File: src/rtl/noc_pkg.sv
// Shared router constants: port codes, crossbar select encoding, allocator state.
package noc_pkg;

  localparam int N_PORTS = 5;
  localparam int SEL_W   = 3;

  localparam logic [2:0] PORT_L   = 3'd0;
  localparam logic [2:0] PORT_N   = 3'd1;
  localparam logic [2:0] PORT_E   = 3'd2;
  localparam logic [2:0] PORT_S   = 3'd3;
  localparam logic [2:0] PORT_W   = 3'd4;
  localparam logic [2:0] SEL_IDLE = 3'd7;

  typedef enum logic {
    ST_IDLE   = 1'b0,
    ST_LOCKED = 1'b1
  } alloc_state_e;

  // Port index + 1, wrapping 4 -> 0.
  function automatic logic [2:0] wrap_inc(input logic [2:0] p);
    return (p == 3'd4) ? 3'd0 : p + 3'd1;
  endfunction

endpackage

File: src/rtl/rr_arbiter.sv
// Combinational 5-way round-robin pick: first set request scanning from ptr upward, mod 5.
module rr_arbiter
  import noc_pkg::*;
(
  input  logic [4:0] req,
  input  logic [2:0] ptr,
  output logic [2:0] gnt_idx,
  output logic       any_gnt
);

  // Padded so any 3-bit index is in range; upper bits never request.
  logic [7:0] req_x;
  logic [2:0] idx;

  assign req_x = {3'b000, req};

  // Walk the five candidates in priority order, keep the first hit.
  always_comb begin
    gnt_idx = '0;
    any_gnt = 1'b0;
    idx     = ptr;
    for (int k = 0; k < 5; k++) begin
      if (!any_gnt && req_x[idx]) begin
        gnt_idx = idx;
        any_gnt = 1'b1;
      end
      idx = wrap_inc(idx);
    end
  end

endmodule

File: src/rtl/switch_allocator.sv
// Switch allocator for the 5-port crossbar: per-output round-robin arbitration,
// wormhole lock from head to tail, crossbar select codes and per-input grants.
module switch_allocator #(
  parameter int N_PORTS = 5,
  parameter int SEL_W   = 3
) (
  input  logic                 clk,
  input  logic                 rst_n,
  input  logic [N_PORTS-1:0]   in_valid,
  input  logic [3*N_PORTS-1:0] in_dest,
  input  logic [N_PORTS-1:0]   in_tail,
  output logic [N_PORTS-1:0]   in_grant,
  input  logic [N_PORTS-1:0]   out_ready,
  output logic [N_PORTS-1:0]   out_valid,
  output logic [SEL_W-1:0]     sel_l,
  output logic [SEL_W-1:0]     sel_n,
  output logic [SEL_W-1:0]     sel_e,
  output logic [SEL_W-1:0]     sel_s,
  output logic [SEL_W-1:0]     sel_w
);

  import noc_pkg::*;

  alloc_state_e                     state_q [N_PORTS];
  alloc_state_e                     state_d [N_PORTS];
  logic [N_PORTS-1:0][2:0]          owner_q, owner_d;
  logic [N_PORTS-1:0][2:0]          ptr_q, ptr_d;

  logic [N_PORTS-1:0]               busy;
  logic [N_PORTS-1:0][N_PORTS-1:0]  req;
  logic [N_PORTS-1:0][2:0]          gnt_idx;
  logic [N_PORTS-1:0]               any_gnt;
  logic [N_PORTS-1:0][SEL_W-1:0]    sel_v;

  // Padded copies so a 3-bit owner index always lands in range.
  logic [7:0] vld_x, tail_x, gnt_x;

  assign vld_x  = {{(8-N_PORTS){1'b0}}, in_valid};
  assign tail_x = {{(8-N_PORTS){1'b0}}, in_tail};

  // An input that already holds a locked output may not compete elsewhere;
  // requests are formed per output from each input's decoded destination.
  always_comb begin
    busy = '0;
    req  = '0;
    for (int i = 0; i < N_PORTS; i++) begin
      for (int o = 0; o < N_PORTS; o++) begin
        if (state_q[o] == ST_LOCKED && owner_q[o] == 3'(i)) busy[i] = 1'b1;
      end
    end
    for (int o = 0; o < N_PORTS; o++) begin
      for (int i = 0; i < N_PORTS; i++) begin
        req[o][i] = in_valid[i] && (in_dest[3*i +: 3] == 3'(o)) && !busy[i];
      end
    end
  end

  // One arbiter per output port.
  for (genvar o = 0; o < N_PORTS; o++) begin : g_arb
    rr_arbiter u_arb (
      .req     (req[o]),
      .ptr     (ptr_q[o]),
      .gnt_idx (gnt_idx[o]),
      .any_gnt (any_gnt[o])
    );
  end

  // Per-output FSM next state plus crossbar select, output valid and input grants.
  always_comb begin
    gnt_x     = '0;
    out_valid = '0;
    owner_d   = owner_q;
    ptr_d     = ptr_q;
    for (int o = 0; o < N_PORTS; o++) begin
      state_d[o] = state_q[o];
      sel_v[o]   = SEL_IDLE;
      case (state_q[o])
        ST_IDLE: begin
          if (any_gnt[o]) begin
            state_d[o] = ST_LOCKED;
            owner_d[o] = gnt_idx[o];
          end
        end
        ST_LOCKED: begin
          sel_v[o]     = owner_q[o];
          out_valid[o] = vld_x[owner_q[o]];
          if (vld_x[owner_q[o]] && out_ready[o]) begin
            gnt_x[owner_q[o]] = 1'b1;
            if (tail_x[owner_q[o]]) begin
              state_d[o] = ST_IDLE;
              ptr_d[o]   = wrap_inc(owner_q[o]);
            end
          end
        end
        default: state_d[o] = ST_IDLE;
      endcase
    end
  end

  assign in_grant = gnt_x[N_PORTS-1:0];

  assign sel_l = sel_v[PORT_L];
  assign sel_n = sel_v[PORT_N];
  assign sel_e = sel_v[PORT_E];
  assign sel_s = sel_v[PORT_S];
  assign sel_w = sel_v[PORT_W];

  // Allocation state; reset drops any packet in flight.
  always_ff @(posedge clk or negedge rst_n) begin
    if (!rst_n) begin
      for (int o = 0; o < N_PORTS; o++) state_q[o] <= ST_IDLE;
      owner_q <= '0;
      ptr_q   <= '0;
    end else begin
      for (int o = 0; o < N_PORTS; o++) state_q[o] <= state_d[o];
      owner_q <= owner_d;
      ptr_q   <= ptr_d;
    end
  end

endmodule

File: config.mk
export PLATFORM = sky130hd
export DESIGN_NAME = switch_allocator
export DESIGN_NICKNAME = d
export VERILOG_FILES = /design/src/rtl/noc_pkg.sv /design/src/rtl/rr_arbiter.sv /design/src/rtl/switch_allocator.sv
export SDC_FILE = /design/constraint.sdc
export NUM_CORES = 1
export LEC_CHECK = 0
export BUFFER_PORTS_ARGS = -buffer_cell sky130_fd_sc_hd__buf_2
export CORE_MARGIN = 4
export CORE_UTILIZATION = 47
export DETAILED_ROUTE_END_ITERATION = 8
export HOLD_SLACK_MARGIN = 0.12
export PLACE_DENSITY = 0.66
export SETUP_SLACK_MARGIN = 0.15
export SLEW_MARGIN = 20
export SYNTH_ARGS = -nofsm -noshare
export SYNTH_HDL_FRONTEND = slang
export SYNTH_HIERARCHICAL = 1
export SYNTH_SLANG_ARGS = --single-unit
File: constraint.sdc
create_clock -name clk -period 5.1 [get_ports clk]
set_input_delay 0.765 -clock clk [delete_from_list [all_inputs] [get_ports clk]]
set_output_delay 0.765 -clock clk [all_outputs]
set_load 0.005 [all_outputs]
Word-level counts from Yosys, hierarchy flattened
Cells that the tools add are included.

Bits in registers: 35. Input bits: 32. Output and inout bits: 25.

Add/subtract/negate cells: 25. Magnitude comparators: 35. Equality and inequality tests: 60. Multiplexer cells: 220. Bitwise logic cells: 9. Reductions and logical operators: 150.

Operator list (number): $mux W3 (55); $lt A3 B4 Y1 const B (30); $mux W1 (110); $bmux W1 S3 (35); $logic_and A1 B1 Y1 (105); $eq A3 B3 Y1 const B (30); $add A3 B1 Y3 const B (25); $eq A3 B2 Y1 const B (20); $mux W5 (10); $eq A3 B1 Y1 const B (10); $logic_not A3 Y1 (10); $logic_not A1 Y1 (25); $or A5 B5 Y5 (4); $demux W1 S3 (5); $ge A3 B1 Y1 const B (5); $reduce_and A3 Y1 (5); $pmux W1 S2 (5); $reduce_and A2 Y1 (5); $not A1 Y1 (5).

Depth between registers and ports, before layout
Gate-level depths: netlist of the first run.

Word-level depth: 26. Depth in mapped cells: 19.

Cells and area by module
The synthesis of the first run kept the hierarchy.

Modules (own cells, without submodules): rr_arbiter (times used 5, cells each 89, area an instance 740.7 um^2); switch_allocator (times used 1, cells each 360, area an instance 3090.5 um^2).

Worst setup path before layout of the first run
OpenSTA, ideal clock, no wires.

Kind: register -> register. Start point: register ptr_q[12] (netlist bit). End point: register owner_q[12] (netlist bit). Setup time: 0.132 ns. Data arrival time: 3.969 ns. Path slack: 0.999 ns. Stages on the path, launching flop included: 17. Buffers on the path: 2. Cells stage by stage: dfrtp_1 > clkbuf_1 > inv_1 > ha_1 > a21oi_1 > inv_1 > ha_1 > or4_1 > and3_4 > buf_6 > o21a_1 > or2_4 > mux2_4 > or3_4 > nand3b_1 > nor2b_1 > o21ai_0.

Longest elaborated chain between the ends: 16. Elaborated cells on any way between the ends: 41.

RTL lines: from (decl) (line switch_allocator.sv:27) `logic [N_PORTS-1:0][2:0] ptr_q, ptr_d;`; from (signal assigned) (line switch_allocator.sv:117) `ptr_q <= ptr_d;`; parallel branches: the longest is 14 deep, another holds $add A3 B1 Y3; $mux W1 * (line rr_arbiter.sv:23) `if (!any_gnt && req_x[idx]) begin`; via any_gnt[4] (line switch_allocator.sv:32) `logic [N_PORTS-1:0] any_gnt;`; $reduce_and A2 Y1 (no line) *; to (signal assigned) (line switch_allocator.sv:116) `owner_q <= owner_d;`; to (decl) (line switch_allocator.sv:26) `logic [N_PORTS-1:0][2:0] owner_q, owner_d;`.

Mark *: on every way through the listed nets, which the timed path passes. The select of a mux whose other input is x is not followed. A chain may end at the register's enable or synchronous reset.

Final worst setup path of the first run
Start point: register ptr_q[12] (netlist bit). End point: register owner_q[13] (netlist bit).

The elaborated chain is that of the path after synthesis.

==> results of run 1 <==
==> logic make-up (layout without fill, tap and decap cells) <==
| group | Yosys count | in the layout |
|---|---|---|
| AO/OA/AOI/OAI | 191 | 191 |
| adder cells (fa/ha/maj) | 60 | 60 |
| buffers and inverters | 100 | 145 |
| flip-flops | 35 | 35 |
| multiplexers | 100 | 100 |
| AND/OR/NAND/NOR | 319 | 319 |
==> metrics by stage <==
step | std cells | utilization | setup slack (ps)
floorplan | 805 | - | 999
global placement | 1022 | 0.513 | 948
detailed placement | 1022 | 0.513 | 935
CTS | 1030 | 0.524 | 865
global route | 1030 | 0.524 | 505
finish | 1030 | 0.524 | 850
==> worst max-delay path by stage <==
stage | start | to | slack, ps
5_1_grt | ptr_q[12] | owner_q[13] | 510
3_5_place_dp | ptr_q[12] | owner_q[12] | 930
2_1_floorplan | ptr_q[12] | owner_q[12] | 1000
3_3_place_gp | ptr_q[12] | owner_q[12] | 950
6_report | ptr_q[12] | owner_q[13] | 850
4_1_cts | ptr_q[12] | owner_q[13] | 870
==> cell usage in the layout (no fill, tap or decap), types with 24 or more instances in the layout <==
cell / count
o21ai_0: 31
buf_2: 56
ha_1: 60
mux2_2: 24
a21oi_1: 24
dfrtp_1: 35
inv_1: 60
mux2i_1: 43
nand3_1: 36
nand2_1: 60
nor2_1: 40
nor3_1: 25
==> layer usage <==
layer / up-vias / part of all wire / track usage
met5: - / 0 / 0
met3: 25 / 0.047 / 0.0267
met4: 0 / 0.013 / 0.0437
met2: 190 / 0.49 / 0.398
li1: 3143 / - / -
met1: 3137 / 0.45 / 0.324
==> cell type report <==
class,instances,area share
multi-input combinational,670,0.743
sequential,35,0.119
timing repair buffer,70,0.0524
clock buffer,5,0.0170
clock inverter,3,0.00272
inverter,67,0.0351
tap,180,0.0306
==> state kept, by name, summed over array words and instances, names as in the netlist <==
register,flops
owner_q,15
ptr_q,15
state_q,5
==> critical path: stages (launching register included) <==
cell and delay, ps:
dfrtp_1 580, inv_1 140, ha_1 270, a21oi_1 140
buf_4 180, inv_1 50, ha_1 200, o21ai_1 80
a22o_1 340, clkinv_2 140, ha_1 420, inv_1 120
o221ai_2 320, mux4_2 540, nand2_1 90, nand3b_1 110
nor2b_1 200, nand2_1 100, o21ai_0 90
==> where the power goes <==
group	total [mW]	internal [mW]	switching, mW
sequential	0.734	0.391	0.343
combinational	3.99	1.70	2.29
clock	0.305	0.180	0.125
==> impl_metrics.tcl, run 1 <==
set metrics [dict create \
    synth_top_family_by_area "simple AND/OR/NAND/NOR gates" \
    drc 0 \
    hold_buffers 0 \
    synth_compound_area_frac 0.217 \
    ant_nets 0 \
    postCtsSetupBuffers 0 \
    dpl_cell_area_um2 7210 \
    die_w_um 128 \
    htree_num_levels 2 \
    synthMuxAreaShare 0.185 \
    r2r_slack_ps 850 \
    antenna_found_initial 0 \
    finalSetupTns_ps 0 \
    final_area_um2 7350 \
    yosys.area.top_type_share 0.129 \
    grt_max_degree 36 \
    hold_class "input pin to asynchronous set/reset pin" \
    status "finished, final reports clean" \
    rows 43 \
    area_delta_synth_final_pct 8.21 \
    route.vias.total 6495 \
    yosys.area_share.simple 0.291 \
    multi_input_area_um2 5460 \
    cp-end-kind "flop" \
    nFillCells 1369 \
    worst_slew_pin_slew_ps 823 \
    synth_area_um2 6790 \
    leakagePower_nw 3.07 \
    place_congestion 0.936 \
    cts.sinks 35 \
    n_antenna_cell 0 \
    synth_fp_nets 897 \
    slew_violations 0 \
    grt_pass1_wl_um 31800 \
    yosysUniqueCellTypes 81 \
    vias_per_cell 6.31 \
    cts_buffers 5 \
    grt_usage 0.235 \
    start_util 0.484 \
    setup_viol 0 \
    synthAdderAreaFrac 0.110 \
    finalWirelength_um 19600 \
    seq_area_um2 876 \
    die_y_um 128 \
    drtIter0Drc 643 \
    die-area_um2 16400 \
    max_freq_ghz 0.235 \
    p_per_area_nw_per_um2 684 \
    synthTopCellsByArea "dfrtp_1 (13%), ha_1 (11%), mux2i_1 (6.3%)" \
    num_io_pins 57 \
    r2r-end "owner_q[13]" \
    synthXorXnorAreaFrac 0 \
    dpl.hpwl_um 15600 \
    finClkSkew_ps 4.58 \
    clock_path_buffers 2 \
    ir_drop_uv 447 \
    hold_slack_ps 573 \
    drive_gt1_frac 0.241 \
    path_class "flop to flop" \
    cts_tree "built" \
    yosys_warnings 6 \
    rsz0062_at_grt "no" \
    io_buffers 56 \
    startpoint_type "flop" \
    fin_nets 941 \
    globalRouteOverflowTotal 0 \
    relSlewSlack 0.452 \
    ys_seq_area_frac 0.129 \
    first_pass_iters 5 \
    core_area_um2 14000 \
    crit_fanout 10 \
    fin_crit_sh 0.833 \
    grt_pass1_vias 6186 \
    synthTopCellsByCount "ha_1 (60), inv_1 (60), nand2_1 (60)" \
    crit_arrival_ps 4400 \
    cts.clk_slew.worst_paths_ps 60 \
    ys_dominant_reg_cell "dfrtp_1" \
    wl_per_cell_um 19.0 \
    synth_cells 805 \
    reg2reg_from "ptr_q[12]" \
    synth_edf_count 0 \
    insertion_delay_ps 290 \
    avgSynthCellArea_um2 8.44 \
    cts_resized 0 \
    r2r_cells 18 \
    period_needed_ps 4250 \
    async_flop_share 1.00 \
    cap_violations 0 \
    hold_violations 0 \
    synth_top_area_cell "dfrtp_1" \
    worstPathRequired_ps 5250 \
    ys_ff_latch 35 \
    cts_root_buf "clkbuf_16" \
    power_mw 5.03 \
]
Power figures use the tool's default switching activity.
==> inputs of run 2 (changes only) <==
- clock period: 5.1 -> 4.2 ns (I/O delays scaled with it)
==> impl_metrics.tcl, run 2 (synthesis results as in run 1) <==
set metrics [dict create \
    crit_fanout 7 \
    grt_usage 0.247 \
    finClkSkew_ps 5.51 \
    cp-end-kind "flop" \
    drc 0 \
    cts.sinks 35 \
    fin_crit_sh 0.918 \
    multi_input_area_um2 5530 \
    rsz0062_at_grt "no" \
    ant_nets 0 \
    nFillCells 1324 \
    num_io_pins 57 \
    vias_per_cell 6.36 \
    r2r_cells 16 \
    crit_chain "inv_2, ha_1, a22oi_1, and4_1, nor2b_1, and3b_1, mux4_2, mux2_2, a31oi_1, o21ai_1, nor3b_2, o311ai_4, buf_4, o311ai_1, nand2_1, o21ai_0" \
    power_mw 6.54 \
    worst_slew_pin_slew_ps 863 \
    slowest_stage "mux4_2" \
    slew_violations 0 \
    dp.cells 1057 \
    relSlewSlack 0.425 \
    dpl.hpwl_um 16400 \
    cts_tree "built" \
    die_w_um 128 \
    fin_cells 1076 \
    io_buffers 56 \
    cpLargestDelayFamily "simple AND/OR/NAND/NOR gates" \
    rows 43 \
    drive_gt1_frac 0.306 \
    final_common_cell "nand2_1" \
    seq_area_um2 885 \
    grt_pass1_wl_um 33100 \
    hold_violations 0 \
    fin_nets 987 \
    hold_class "input pin to asynchronous set/reset pin" \
    start_util 0.484 \
    pre_cts_ws_ps 225 \
    post-route-util 0.554 \
    die_y_um 128 \
    startpoint_type "flop" \
    wl_per_cell_um 19.1 \
    worst_path_largest_cell_delay_ps 510 \
    insertion_delay_ps 290 \
    first_pass_iters 6 \
    cts_buffers 5 \
    finalWirelength_um 20600 \
    path_class "flop to flop" \
    status "finished, final reports clean" \
    clock_path_buffers 2 \
    hold_buffers 0 \
    antenna_found_initial 1 \
    cts_root_buf "clkbuf_16" \
    r2r_slack_ps 340 \
    leakagePower_nw 3.31 \
    place_congestion 0.977 \
    cp.depth 16 \
    n_antenna_cell 0 \
    globalRouteOverflowTotal 0 \
    p_per_area_nw_per_um2 841 \
    cts.clk_slew.worst_paths_ps 60 \
    cp_num_buf_inv 2 \
    finalSetupTns_ps 0 \
    cap_violations 0 \
    setup_ws_ps 344 \
    core_area_um2 14000 \
    max_freq_ghz 0.259 \
    die-area_um2 16400 \
    ir_drop_uv 576 \
    htree_num_levels 2 \
    top_regs "owner_q (15), ptr_q (15), state_q (5)" \
    crit_arrival_ps 4050 \
    setup_viol 0 \
    area_delta_synth_final_pct 14.5 \
    period_needed_ps 3860 \
    layout_common_cells "nand2_1 (60), buf_4 (59), ha_1 (58)" \
    drtIter0Drc 605 \
    grt_pass1_vias 6411 \
    worstPathRequired_ps 4400 \
    grt_max_degree 36 \
    route.vias.total 6845 \
]
[run 2: changes by cell type in the layout (fill, tap and decap cells not counted), moves of 3 or more]
| cell | delta |
|---|---|
| inv_1 | -7 |
| buf_4 | +45 |
| a21oi_1 | -5 |
| dfrtp_2 | +7 |
| a21oi_2 | +3 |
| dfrtp_1 | -7 |
| inv_2 | +5 |
[run 2: worst paths after layout]
check	from	to
min in group clk	state_q[2]	state_q[2]
hold reg to reg	state_q[2]	state_q[2]
max in group asynchronous	rst_n	owner_q[13]
hold / removal	rst_n	state_q[4]
setup reg to reg	owner_q[1]	owner_q[7]
setup / recovery	owner_q[1]	owner_q[7]
[run 2: power by group]
group	switching (mW)	internal (mW)	leakage [nW]	total, mW
Sequential	0.158	0.485	0.430	0.643
Combinational	3.17	2.36	2.81	5.53
Clock	0.150	0.218	0.0658	0.369
[run 2: worst register-to-register path, delay by kind of cell (launching register included)]
| kind | cells | cell delay [ps] |
|---|---|---|
| muxes | 2 | 810 |
| AOI/OAI and AO/OA | 6 | 970 |
| DFF | 1 | 460 |
| and+or+nand+nor | 5 | 1060 |
| adders and majority gates | 1 | 170 |
| buffers and inverters | 2 | 310 |
[run 2: final cells by class]
cell class	count	share of cell area
Clock buffer	5	0.0161
Clock inverter	3	0.00257
Timing Repair Buffer	116	0.0944
Inverter	67	0.0338
Tap cell	180	0.0289
Sequential cell	35	0.114
Multi-Input combinational cell	670	0.711
[run 2: through the flow]
step | hold slack, ps | area [µm²]
after floorplan | 334 | 6810
after global placement | 623 | 7490
after detailed placement | 630 | 7490
after CTS | 490 | 7630
after global routing | 534 | 7780
final | 452 | 7780
[run 2: repair_timing]
item,in CTS,in global routing
setup endpoints to repair,0,18
buffers inserted,0,11
endpoints found under the hold margin,0,0
gates resized for setup,0,26
[run 2: per-layer routing]
metal,track usage,up-vias,part of all wire
li1,-,3248,-
met1,0.353,3287,0.46
met2,0.401,267,0.46
met3,0.0308,41,0.062
met4,0.0512,2,0.018
met5,0,-,0.00034
==> inputs of run 3 (changes only) <==
- CORE_UTILIZATION: 47 -> 25
- PLACE_DENSITY: 0.66 -> 0.41
- TNS_END_PERCENT: not set -> 50
==> impl_metrics.tcl, run 3 (synthesis results as in run 1) <==
set metrics [dict create \
    first_pass_iters 5 \
    n_antenna_cell 0 \
    setup_ws_ps 374 \
    leakagePower_nw 3.37 \
    rows 60 \
    rsz0062_at_grt "yes" \
    cp_num_buf_inv 1 \
    top_regs "owner_q (15), ptr_q (15), state_q (5)" \
    relSlewSlack 0.431 \
    clock_power_share 0.057 \
    pre_cts_ws_ps 167 \
    finalSetupTns_ps 0 \
    slew_violations 0 \
    worst_path_largest_cell_delay_ps 530 \
    cap_violations 0 \
    grt_pass1_vias 6622 \
    cpLargestDelayFamily "simple AND/OR/NAND/NOR gates" \
    crit_arrival_ps 4030 \
    grt_max_degree 36 \
    startpoint_type "flop" \
    switching_share 0.532 \
    seq_area_um2 881 \
    vias_per_cell 5.28 \
    antenna_found_initial 1 \
    status "finished, final reports clean" \
    num_io_pins 57 \
    wl_per_cell_um 18.9 \
    route.vias.total 6596 \
    drive_gt1_frac 0.314 \
    dpl.hpwl_um 19300 \
    clock_path_buffers 2 \
    drc 0 \
    core_area_um2 26900 \
    crit_fanout 11 \
    die_w_um 173 \
    grt_usage 0.153 \
    worst_path_most_repeated_cell "nand2_1" \
    crit_chain "and2b_4, nand2_1, and4_1, nor2b_1, and3b_1, mux4_2, mux2_2, a31oi_1, o21ai_1, nor3b_2, buf_4, or3b_2, o311ai_1, nand2_1, o21ai_0" \
    die_y_um 173 \
    p_per_area_nw_per_um2 818 \
    cts.clk_slew.worst_paths_ps 60 \
    path_class "flop to flop" \
    pwr-share-comb 0.847 \
    switchingPower_mw 3.51 \
    finClkSkew_ps 4.56 \
    globalRouteOverflowTotal 0 \
    grt_pass1_wl_um 37400 \
    io_buffers 56 \
    drtIter0Drc 430 \
    hold_class "input pin to asynchronous set/reset pin" \
    max_freq_ghz 0.261 \
    insertion_delay_ps 280 \
    worst_slew_pin_slew_ps 854 \
    ir_drop_uv 414 \
    power_mw 6.59 \
    period_needed_ps 3830 \
    setup_viol 0 \
    internal_power_mw 3.08 \
    post-route-util 0.300 \
    hold_violations 0 \
    seq_power_share 0.096 \
    worstPathRequired_ps 4410 \
    die-area_um2 29900 \
    htree_num_levels 2 \
    cts_root_buf "clkbuf_16" \
    ant_nets 0 \
    fin_crit_sh 0.911 \
    cts_tree "built" \
    fin_nets 1000 \
    multi_input_area_um2 5510 \
    hold_buffers 0 \
    cts.sinks 35 \
    cp-end-kind "flop" \
    finalWirelength_um 23600 \
    final_common_cell "buf_4" \
    start_util 0.253 \
    layout_common_cells "buf_4 (72), nand2_1 (60), ha_1 (56), buf_2 (56), inv_1 (53)" \
    area_delta_synth_final_pct 18.5 \
    nFillCells 2886 \
    slowest_stage "mux4_2" \
    place_congestion 0.849 \
    cts_buffers 5 \
]
run 3: path summary, 6_finish.rpt:
kind                         endpoint  slack [ps]  depth (start not counted)       start
min                          ptr_q[6]         460                          1       rst_n
min in group clk           owner_q[8]         640                          2  owner_q[8]
max                        owner_q[4]         370                         15  owner_q[5]
max in group asynchronous  owner_q[1]        3140                          1       rst_n
max reg2reg                owner_q[4]         370                         15  owner_q[5]
min reg2reg                owner_q[8]         640                          2  owner_q[8]
run 3: stage by stage:
| step | cell area, µm² | hold slack (ps) | cells |
|---|---|---|---|
| 3_3_place_gp | 7830 | 604 | 1238 |
| 2_1_floorplan | 6810 | 334 | 805 |
| 4_1_cts | 7980 | 500 | 1245 |
| 5_1_grt | 8050 | 541 | 1249 |
| 6_report | 8050 | 458 | 1249 |
| 3_5_place_dp | 7830 | 597 | 1238 |
run 3: layout make-up:
type / instances / area share
Clock buffer: 6 / 0.0173
Clock inverter: 1 / 0.000622
Inverter: 67 / 0.0323
Multi-Input combinational cell: 670 / 0.684
Sequential cell: 35 / 0.109
Tap cell: 341 / 0.0530
Timing Repair Buffer: 129 / 0.103
run 3: per-layer routing:
| metal | vias to the layer above | global-route usage | share of wire | routed length [µm] |
|---|---|---|---|---|
| li1 | 3270 | - | - | - |
| met1 | 3183 | 0.215 | 0.48 | 11300 |
| met2 | 128 | 0.255 | 0.48 | 11200 |
| met3 | 13 | 0.0271 | 0.041 | 972 |
| met4 | 2 | 0.0173 | 0.0048 | 113 |
| met5 | - | 0 | 0.00034 | 8 |
run 3: what timing repair did:
item	in CTS	in global routing
endpoints found under the hold margin	0	0
gates resized for setup	0	23
setup endpoints to repair	0	17
setup buffers	0	4
run 3: power by group through the flow:
stage / registers, mW / logic [mW] / clock network (mW)
floorplan: 0.606 / 4.01 / 0
global placement: 0.624 / 5.61 / 0
detailed placement: 0.622 / 5.53 / 0
CTS: 0.618 / 5.56 / 0.383
global route: 0.654 / 6.18 / 0.402
finish: 0.631 / 5.58 / 0.376
